### config.mk
export PLATFORM = sky130hd
export DESIGN_NAME = interleaver_commutator_flat
export DESIGN_NICKNAME = d
export VERILOG_FILES = /design/src/rtl/interleaver_commutator_if.sv /design/src/rtl/interleaver_commutator.sv /design/src/flat_wrapper.sv
export SDC_FILE = /design/constraint.sdc
export NUM_CORES = 1
export LEC_CHECK = 0
export ABC_AREA = 0
export CAP_MARGIN = 20
export CORE_UTILIZATION = 45
export DETAILED_ROUTE_END_ITERATION = 10
export GPL_ROUTABILITY_DRIVEN = 0
export GPL_TIMING_DRIVEN = 0
export PLACE_DENSITY = 0.91
export SLEW_MARGIN = 10
export SYNTH_ARGS = -nofsm -noshare
export SYNTH_HDL_FRONTEND = slang
export SYNTH_SLANG_ARGS = --single-unit
### constraint.sdc
create_clock -name clk -period 3.02 [get_ports clk]
set_clock_uncertainty 0.1 [all_clocks]
set_input_delay 0.604 -clock clk [delete_from_list [all_inputs] [get_ports clk]]
set_output_delay 0.604 -clock clk [all_outputs]
set_load 0.01 [all_outputs]
### src/rtl/interleaver_commutator_if.sv
// Bus bundle between the interleaver commutator and its surroundings:
// byte stream in, branch delay-line taps, interleaved stream out.
interface interleaver_commutator_if #(
    parameter int NUM_BRANCH = 12,
    parameter int DATA_W     = 8,
    parameter int PTR_W      = 4
);
    logic                         in_valid;
    logic [DATA_W-1:0]            in_data;
    logic                         in_sync;
    logic [NUM_BRANCH-1:0]        buf_en;
    logic [DATA_W-1:0]            buf_data;
    logic [NUM_BRANCH*DATA_W-1:0] branch_out;
    logic                         out_valid;
    logic [DATA_W-1:0]            out_data;
    logic [PTR_W-1:0]             branch_idx;
    logic                         sync_err;

    // Environment side: sources the stream and the branch taps.
    modport master (
        output in_valid, in_data, in_sync, branch_out,
        input  buf_en, buf_data, out_valid, out_data, branch_idx, sync_err
    );

    // Commutator side.
    modport slave (
        input  in_valid, in_data, in_sync, branch_out,
        output buf_en, buf_data, out_valid, out_data, branch_idx, sync_err
    );
endinterface

### src/rtl/interleaver_commutator.sv
// Input/output commutator of the convolutional byte interleaver: steers each
// byte into one branch delay line and collects the delayed byte from it.
module interleaver_commutator #(
    parameter int NUM_BRANCH = 12,
    parameter int DATA_W     = 8,
    parameter int PTR_W      = 4
) (
    input  logic                    clk,
    input  logic                    reset,
    interleaver_commutator_if.slave bus
);
    localparam logic [PTR_W-1:0] LAST_IDX = PTR_W'(NUM_BRANCH - 1);

    logic [PTR_W-1:0]      ptr_r;
    logic [NUM_BRANCH-1:0] buf_en_r;
    logic [DATA_W-1:0]     buf_data_r;
    logic                  s1_valid_r;
    logic [PTR_W-1:0]      s1_idx_r;
    logic                  sync_err_r;
    logic                  s2_valid_r;
    logic [PTR_W-1:0]      s2_idx_r;
    logic [DATA_W-1:0]     s2_data_r;
    logic                  out_valid_r;
    logic [DATA_W-1:0]     out_data_r;
    logic [PTR_W-1:0]      branch_idx_r;

    logic [PTR_W-1:0]      eff_idx_s;
    logic [PTR_W-1:0]      next_ptr_s;
    logic [NUM_BRANCH-1:0] onehot_s;
    logic [DATA_W-1:0]     collect_s;

    // Branch selection for the incoming byte and tap selection for the outgoing one.
    always_comb begin
        eff_idx_s  = ptr_r;
        next_ptr_s = '0;
        onehot_s   = '0;
        collect_s  = s2_data_r;
        if (bus.in_sync) begin
            eff_idx_s = '0;
        end else begin
            eff_idx_s = ptr_r;
        end
        if (eff_idx_s == LAST_IDX) begin
            next_ptr_s = '0;
        end else begin
            next_ptr_s = eff_idx_s + PTR_W'(1);
        end
        // Branch 0 has no delay line, so it never gets a shift enable.
        for (int i = 1; i < NUM_BRANCH; i++) begin
            onehot_s[i] = (eff_idx_s == PTR_W'(i));
        end
        // Branch 0 returns the byte held from the capture stage.
        for (int i = 1; i < NUM_BRANCH; i++) begin
            collect_s = (s2_idx_r == PTR_W'(i)) ? bus.branch_out[i*DATA_W +: DATA_W] : collect_s;
        end
    end

    // Capture, alignment and collect pipeline registers.
    always_ff @(posedge clk) begin
        if (reset) begin
            ptr_r        <= '0;
            buf_en_r     <= '0;
            buf_data_r   <= '0;
            s1_valid_r   <= 1'b0;
            s1_idx_r     <= '0;
            sync_err_r   <= 1'b0;
            s2_valid_r   <= 1'b0;
            s2_idx_r     <= '0;
            s2_data_r    <= '0;
            out_valid_r  <= 1'b0;
            out_data_r   <= '0;
            branch_idx_r <= '0;
        end else begin
            if (bus.in_valid) begin
                buf_data_r <= bus.in_data;
                buf_en_r   <= onehot_s;
                s1_valid_r <= 1'b1;
                s1_idx_r   <= eff_idx_s;
                ptr_r      <= next_ptr_s;
                sync_err_r <= bus.in_sync && (ptr_r != '0);
            end else begin
                buf_en_r   <= '0;
                s1_valid_r <= 1'b0;
                sync_err_r <= 1'b0;
            end
            // One extra stage so the selected branch has shifted before its tap is read.
            s2_valid_r  <= s1_valid_r;
            s2_idx_r    <= s1_idx_r;
            s2_data_r   <= buf_data_r;
            out_valid_r <= s2_valid_r;
            if (s2_valid_r) begin
                out_data_r   <= collect_s;
                branch_idx_r <= s2_idx_r;
            end else begin
                out_data_r   <= out_data_r;
                branch_idx_r <= branch_idx_r;
            end
        end
    end

    assign bus.buf_en     = buf_en_r;
    assign bus.buf_data   = buf_data_r;
    assign bus.sync_err   = sync_err_r;
    assign bus.out_valid  = out_valid_r;
    assign bus.out_data   = out_data_r;
    assign bus.branch_idx = branch_idx_r;
endmodule

### src/flat_wrapper.sv
// flat-port wrapper written by rule: the top's interface ports become plain ports
module interleaver_commutator_flat 
#(
    parameter int NUM_BRANCH = 12,
    parameter int DATA_W     = 8,
    parameter int PTR_W      = 4
)
  (clk, reset, bus_in_valid, bus_in_data, bus_in_sync, bus_branch_out, bus_buf_en, bus_buf_data, bus_out_valid, bus_out_data, bus_branch_idx, bus_sync_err);
  interleaver_commutator_if #(.NUM_BRANCH(NUM_BRANCH), .DATA_W(DATA_W), .PTR_W(PTR_W)) bus_i ();
  input  logic clk;
  input  logic reset;
  input wire logic [$bits(bus_i.in_valid)-1:0] bus_in_valid;
  input wire logic [$bits(bus_i.in_data)-1:0] bus_in_data;
  input wire logic [$bits(bus_i.in_sync)-1:0] bus_in_sync;
  input wire logic [$bits(bus_i.branch_out)-1:0] bus_branch_out;
  output wire logic [$bits(bus_i.buf_en)-1:0] bus_buf_en;
  output wire logic [$bits(bus_i.buf_data)-1:0] bus_buf_data;
  output wire logic [$bits(bus_i.out_valid)-1:0] bus_out_valid;
  output wire logic [$bits(bus_i.out_data)-1:0] bus_out_data;
  output wire logic [$bits(bus_i.branch_idx)-1:0] bus_branch_idx;
  output wire logic [$bits(bus_i.sync_err)-1:0] bus_sync_err;
  assign bus_i.in_valid = bus_in_valid;
  assign bus_i.in_data = bus_in_data;
  assign bus_i.in_sync = bus_in_sync;
  assign bus_i.branch_out = bus_branch_out;
  assign bus_buf_en = bus_i.buf_en;
  assign bus_buf_data = bus_i.buf_data;
  assign bus_out_valid = bus_i.out_valid;
  assign bus_out_data = bus_i.out_data;
  assign bus_branch_idx = bus_i.branch_idx;
  assign bus_sync_err = bus_i.sync_err;
  interleaver_commutator #(.NUM_BRANCH(NUM_BRANCH), .DATA_W(DATA_W), .PTR_W(PTR_W)) u_core (.clk(clk), .reset(reset), .bus(bus_i));
endmodule
# Word-level counts from Yosys, hierarchy flattened

Cells that the tools add are included.

Register bits: 56
Bits of input ports: 108
Output and inout bits: 34
Logic and storage cells: 54

$add $sub $neg: 1
Equal/unequal tests: 22
Mux-type cells: 14
Bitwise gates (word level): 1
Reductions and logical operators: 3

Operators by type and width:

| operator                                                              | count |
|---|---|
| 8-bit two-way mux                                                     | 11 |
| 4-bit by 3-bit equality test with 1-bit output, second input constant | 8 |
| 4-bit equality test, second input constant                            | 8 |
| 4-bit by 2-bit equality test with 1-bit output, second input constant | 4 |
| 4-bit by 1-bit equality test with 1-bit output, second input constant | 2 |
| 4-bit two-way mux                                                     | 2 |
| 4-bit by 1-bit adder with 4-bit output, second input constant         | 1 |
| 4-bit nonzero test                                                    | 1 |
| 2-bit OR reduction                                                    | 1 |
| 1-bit logical AND                                                     | 1 |
| 1-bit two-way mux                                                     | 1 |
| 1-bit inverter                                                        | 1 |

# Longest topological paths before layout

Word-level depth: 12
Mapped depth: 8
Gate-level depth less buffers: 7

# Worst setup path before layout

Ideal clock, no wire load.

Path kind: input to register
From: input port bus_branch_out[23]
To: register u_core.out_data_r[7], in the netlist u_core.bus.out_data[7]
Library setup time: 103 ps
Arrival: 1640 ps
Required time: 2817 ps
Slack: 1176 ps
Stages on the path: 4
Path buffers: 0
Cell sequence: o22ai_1 a22o_1 or4_4 a2111oi_2

Longest elaborated chain between the ends: 10

RTL lines:

| item                             | line                         | text |
|---|---|---|
| start, declared                  | flat_wrapper.sv:15           | `input wire logic [$bits(bus_i.branch_out)-1:0] bus_branch_out;` |
| 8-bit two-way mux (10 in series) | interleaver_commutator.sv:54 | `collect_s = (s2_idx_r == PTR_W'(i)) ? bus.branch_out[i*DATA_W +: DATA_W] : collect_s;` |
| end signal, assigned             | interleaver_commutator.sv:92 | `out_data_r <= collect_s;` |
| end signal, assigned             | interleaver_commutator.sv:95 | `out_data_r <= out_data_r;` |
| end, declared                    | interleaver_commutator.sv:24 | `logic [DATA_W-1:0] out_data_r;` |

Every way passes these cells.
A chain may end at the register's enable or synchronous reset.

# Worst setup path after layout

From: register u_core.s2_idx_r[3]
To: register u_core.out_data_r[6], in the netlist u_core.bus.out_data[6]

Longest elaborated chain between the ends: 12
Elaborated cells between the ends (all ways): 22
Classes of those cells: 11 x eq/ne; 11 x mux

RTL lines:

| item                                           | line                         | text |
|---|---|---|
| start, declared                                | interleaver_commutator.sv:21 | `logic [PTR_W-1:0] s2_idx_r;` |
| start signal, assigned                         | interleaver_commutator.sv:88 | `s2_idx_r <= s1_idx_r;` |
| 4-bit by 1-bit equality test with 1-bit output | interleaver_commutator.sv:54 |  |
| 8-bit two-way mux (10 in series)               | interleaver_commutator.sv:54 |  |
| 8-bit two-way mux (*)                          | interleaver_commutator.sv:54 |  |

Mark *: on every way between the ends. The rest lies on a longest branch, timed or not.

==> summary.md <==
| Metric | Value |
|---|---|
| Worst EP arrival | `around 2.5 ns` |
| Int Pwr | `roughly 1100 uW` |
| Antenna violations before repair | `0` |
| Sw Share | `a little over a quarter` |
| Core area | `6790 sq um` |
| IO buf count | `roughly 130` |
| Share of cells above drive strength 1 | `6.98%` |
| P_leak | `around 0.0017 uW` |
| Critical register-to-register path endpoint | `u_core.bus.out_data[6]` |
| Reg2reg start | `u_core.s2_idx_r[3]` |
| Synthesized area | `roughly 3200 sq um` |
| Vias after detailed routing | `between 3000 and 4000` |
| Fmax | `0.416 GHz` |
| Initial Utilization | `a little under half` |
| Startpoint Class | `register` |
| IO Count | `roughly 140` |
| Yosys cell types | `67` |
| Worst-skew pair later-pin latency | `0.32 ns` |
| Grt total ovfl | `0` |
| Async set or reset register ratio after synthesis | `0%` |
| Maximum vdd drop | `0.250 mV` |
| Slew HR | `around 52%` |
| Post-CTS setup repair buffer count | `0` |
| R2r worst-path depth | `6` |
| Final Hold Vio Count | `0` |
| CP max-delay cell | `a221oi_1` |
| Post-CTS sizing | `0` |
| DR pass1 iterations | `6` |
| Synthesis-to-finish area growth | `49.0%` |
| Unrepaired setup endpoints after global routing | `false` |
| Number of global-route vias before repair | `3547` |
| Worst path max stage delay | `just under 0.5 ns` |
| Number of clock sinks | `55` |
| Post-synthesis sequential area ratio | `34.9%` |
| HP Class | `register to register` |
| Die Span X | `around 86 um` |
| Sequential share of power | `between 40% and 50%` |
| Mapped Cells | `around 400` |
| CTS Buf Count | `5` |
| Cell Rows | `30` |
| First-pass GRT wire length | `around 17 mm` |
| Critical path endpoint category | `register` |
| Top cell type's share of synthesized area | `about a third` |
| Synth warnings | `0` |
| Vias/cell | `5.81` |
| Worst-path clk slew | `0.11 ns` |
| Hold EP | `u_core.s2_valid_r` |
| Gr usage total | `around 30%` |
| Clock Power Share | `around 29%` |
| Ys flop type | `dfxtp_1` |
| Fin. max-slew vios | `0` |
| H-tree depth | `2` |
| Die Y | `85.7 um` |
| # diodes | `0` |
| Post-synth top area cell | `dfxtp_1` |
| Main area contributors after synthesis | `dfxtp_1 35%, nor2_1 5.0%, nor2b_1 5.0%` |
| Setup tns final | `0 ns` |
| Min Tclk post-route | `2.40 ns` |
| DRC | `0` |
| Placed cell areas | `~4600 sq um` |
| Worst path top cell family by delay | `buffers and inverters` |
| Post-route clock period utilization | `between 70% and 80%` |
| CTS Hold Buffers Added | `0` |
| Critical path class | `register to register` |
| Clock tree buffer depth | `2` |
| DR iter-0 viols | `roughly 400` |
| Synthesized flop and latch total | `55` |
| Power Dens Cells | `about 330 nW/um^2` |
| CTS tree | `done` |
| Syn_nets | `around 500` |
| Total routed wirelength | `approximately 11 mm` |
| CP Buf/Inv Count | `3` |
| Worst slew pin tran | `0.721 ns` |
| Number of max-cap violations | `0` |
| Largest net degree at the start of global routing | `19` |
| Die ar. | `approximately 7300 sq um` |
| Final nets | `roughly 640` |
| Comb pwr share | `21.4%` |
| Post-route cell area | `around 4700 sq um` |
| Status | `finished, final reports clean` |
| Final setup viols | `0` |
| Final ANT Viol Nets | `0` |
| Worst Path Required | `about 3.1 ns` |
| Hold wc startpoint | `u_core.s1_valid_r` |
| EDFF count, synth | `0` |
| CTS Root Cell | `clkbuf_8` |
| Crit Path Max Fanout | `10` |
| Reg2Reg Setup Slack | `between 0.6 and 0.7 ns` |
| Net Switching | `roughly 410 uW` |
| Worst Hold Path Cells | `1` |
| Avg Cell Area, Syn | `8.08 sq um` |
| Post-DP HPWL | `around 8.3 mm` |
| Cells along the critical path | `buf_2 > buf_2 > buf_1 > o22ai_1 > a221oi_1 > o22ai_1` |
| DR WL/cell | `~18 um` |
## stage by stage
stage               total power (uW)  setup WS, ns  utilization [%]  std cells  hold slack [ns]
global route                    1590         0.575             69.1        626            0.370
finish                          1540         0.616             69.1        626            0.349
detailed placement              1100         0.392             67.6        618            0.325
global placement                1090         0.443             67.6        618            0.324
CTS                             1540         0.693             69.1        626            0.348
floorplan                        900          1.18                -        390            0.314
## cells by family (layout without fill, tap and decap cells)
group           count (synthesis)  in the layout  synth area share (%)
xor+xnor                        1              1                 0.278
flops                          55             55                  34.9
fa+ha+maj                       4              4                  1.59
buf+inv                        47            187                  7.03
mux                            18             18                  6.55
compound gates                117            117                  24.5
simple gates                  147            147                  25.1
other cells                     1              1                 0.119
## sequential cells by signal (all words and copies together) (netlist names)
signal	count
u_core.bus.buf_en	11
u_core.bus.buf_data	8
u_core.bus.out_data	8
u_core.s2_data_r	8
u_core.bus.branch_idx	4
u_core.ptr_r	4
u_core.s1_idx_r	4
u_core.s2_idx_r	4
u_core.bus.out_valid	1
u_core.bus.sync_err	1
u_core.s1_valid_r	1
u_core.s2_valid_r	1
## layout make-up
class / count / area (sq um)
clock inverters: 2 / 20.0
repair buffers: 132 / 1320
multi-input cells: 288 / 1830
clock buffers: 6 / 82.6
well taps: 96 / 120
inverters: 13 / 48.8
plain buffers: 34 / 173
flip-flops and latches: 55 / 1100
fillers: 544 / 2100
## cell usage after synthesis, drive strengths merged, types with 2 or more instances
cell	count
a31oi	5
a211oi	4
mux4	2
nor3	2
mux2i	15
nand2	25
or4	3
nor2b	25
o21bai	2
a2bb2oi	6
o22ai	13
dfxtp	55
o21ai	25
nor3b	2
nand2b	17
nor4b	3
inv	13
a21oi	30
o221ai	4
nor4	3
a2111oi	2
ha	4
a22o	3
nand3b	5
buf	21
clkbuf	13
nor2	42
a221oi	4
nand4	4
o211ai	3
nand3	7
o21a	3
## worst max path at each step
stage | from | to | slack [ns] | depth (start not counted)
floorplan | bus_branch_out[23] | u_core.bus.out_data[7] | 1.18 | 4
global placement | bus_in_valid | u_core.bus.buf_data[6] | 0.44 | 5
detailed placement | bus_in_valid | u_core.bus.buf_data[6] | 0.39 | 5
CTS | bus_in_valid | u_core.bus.buf_data[6] | 0.69 | 5
global route | u_core.s2_idx_r[3] | u_core.bus.out_data[6] | 0.58 | 6
finish | u_core.s2_idx_r[3] | u_core.bus.out_data[6] | 0.62 | 6
## routing by layer
metal,GRT usage [%],vias up,routed length (um)
li1,-,1674,-
met1,34.7,1648,4200
met2,50.8,257,5100
met3,7.51,60,1190
met4,14.7,0,525
met5,0,-,0
## cells in the final DEF, fill, tap and decap left out, types with 3 or more instances in the layout
master / count
buf_2: 15
mux2i_1: 15
clkbuf_1: 13
a22o_1: 3
a21oi_1: 30
nor4b_1: 3
o21a_1: 3
nand2b_1: 15
o22ai_1: 13
nand2_1: 24
a31oi_1: 5
o221ai_1: 4
nand3_1: 7
a211oi_1: 4
clkbuf_8: 6
inv_1: 12
nand4_1: 4
nor2_1: 42
a2bb2oi_1: 6
a221oi_1: 4
nor2b_1: 25
ha_1: 4
clkdlybuf4s50_1: 132
dfxtp_1: 55
nor4_1: 3
o21ai_0: 23
nand3b_1: 5
buf_6: 3
## power by group through the flow
| stage | clock network [uW] | logic [uW] | registers (uW) |
|---|---|---|---|
| after CTS | 453 | 325 | 760 |
| after global routing | 476 | 350 | 762 |
| after floorplan | 0 | 122 | 778 |
| final | 455 | 330 | 760 |
| after detailed placement | 0 | 322 | 776 |
| after global placement | 0 | 316 | 775 |
Note: power is estimated with default switching activity, not from simulation.
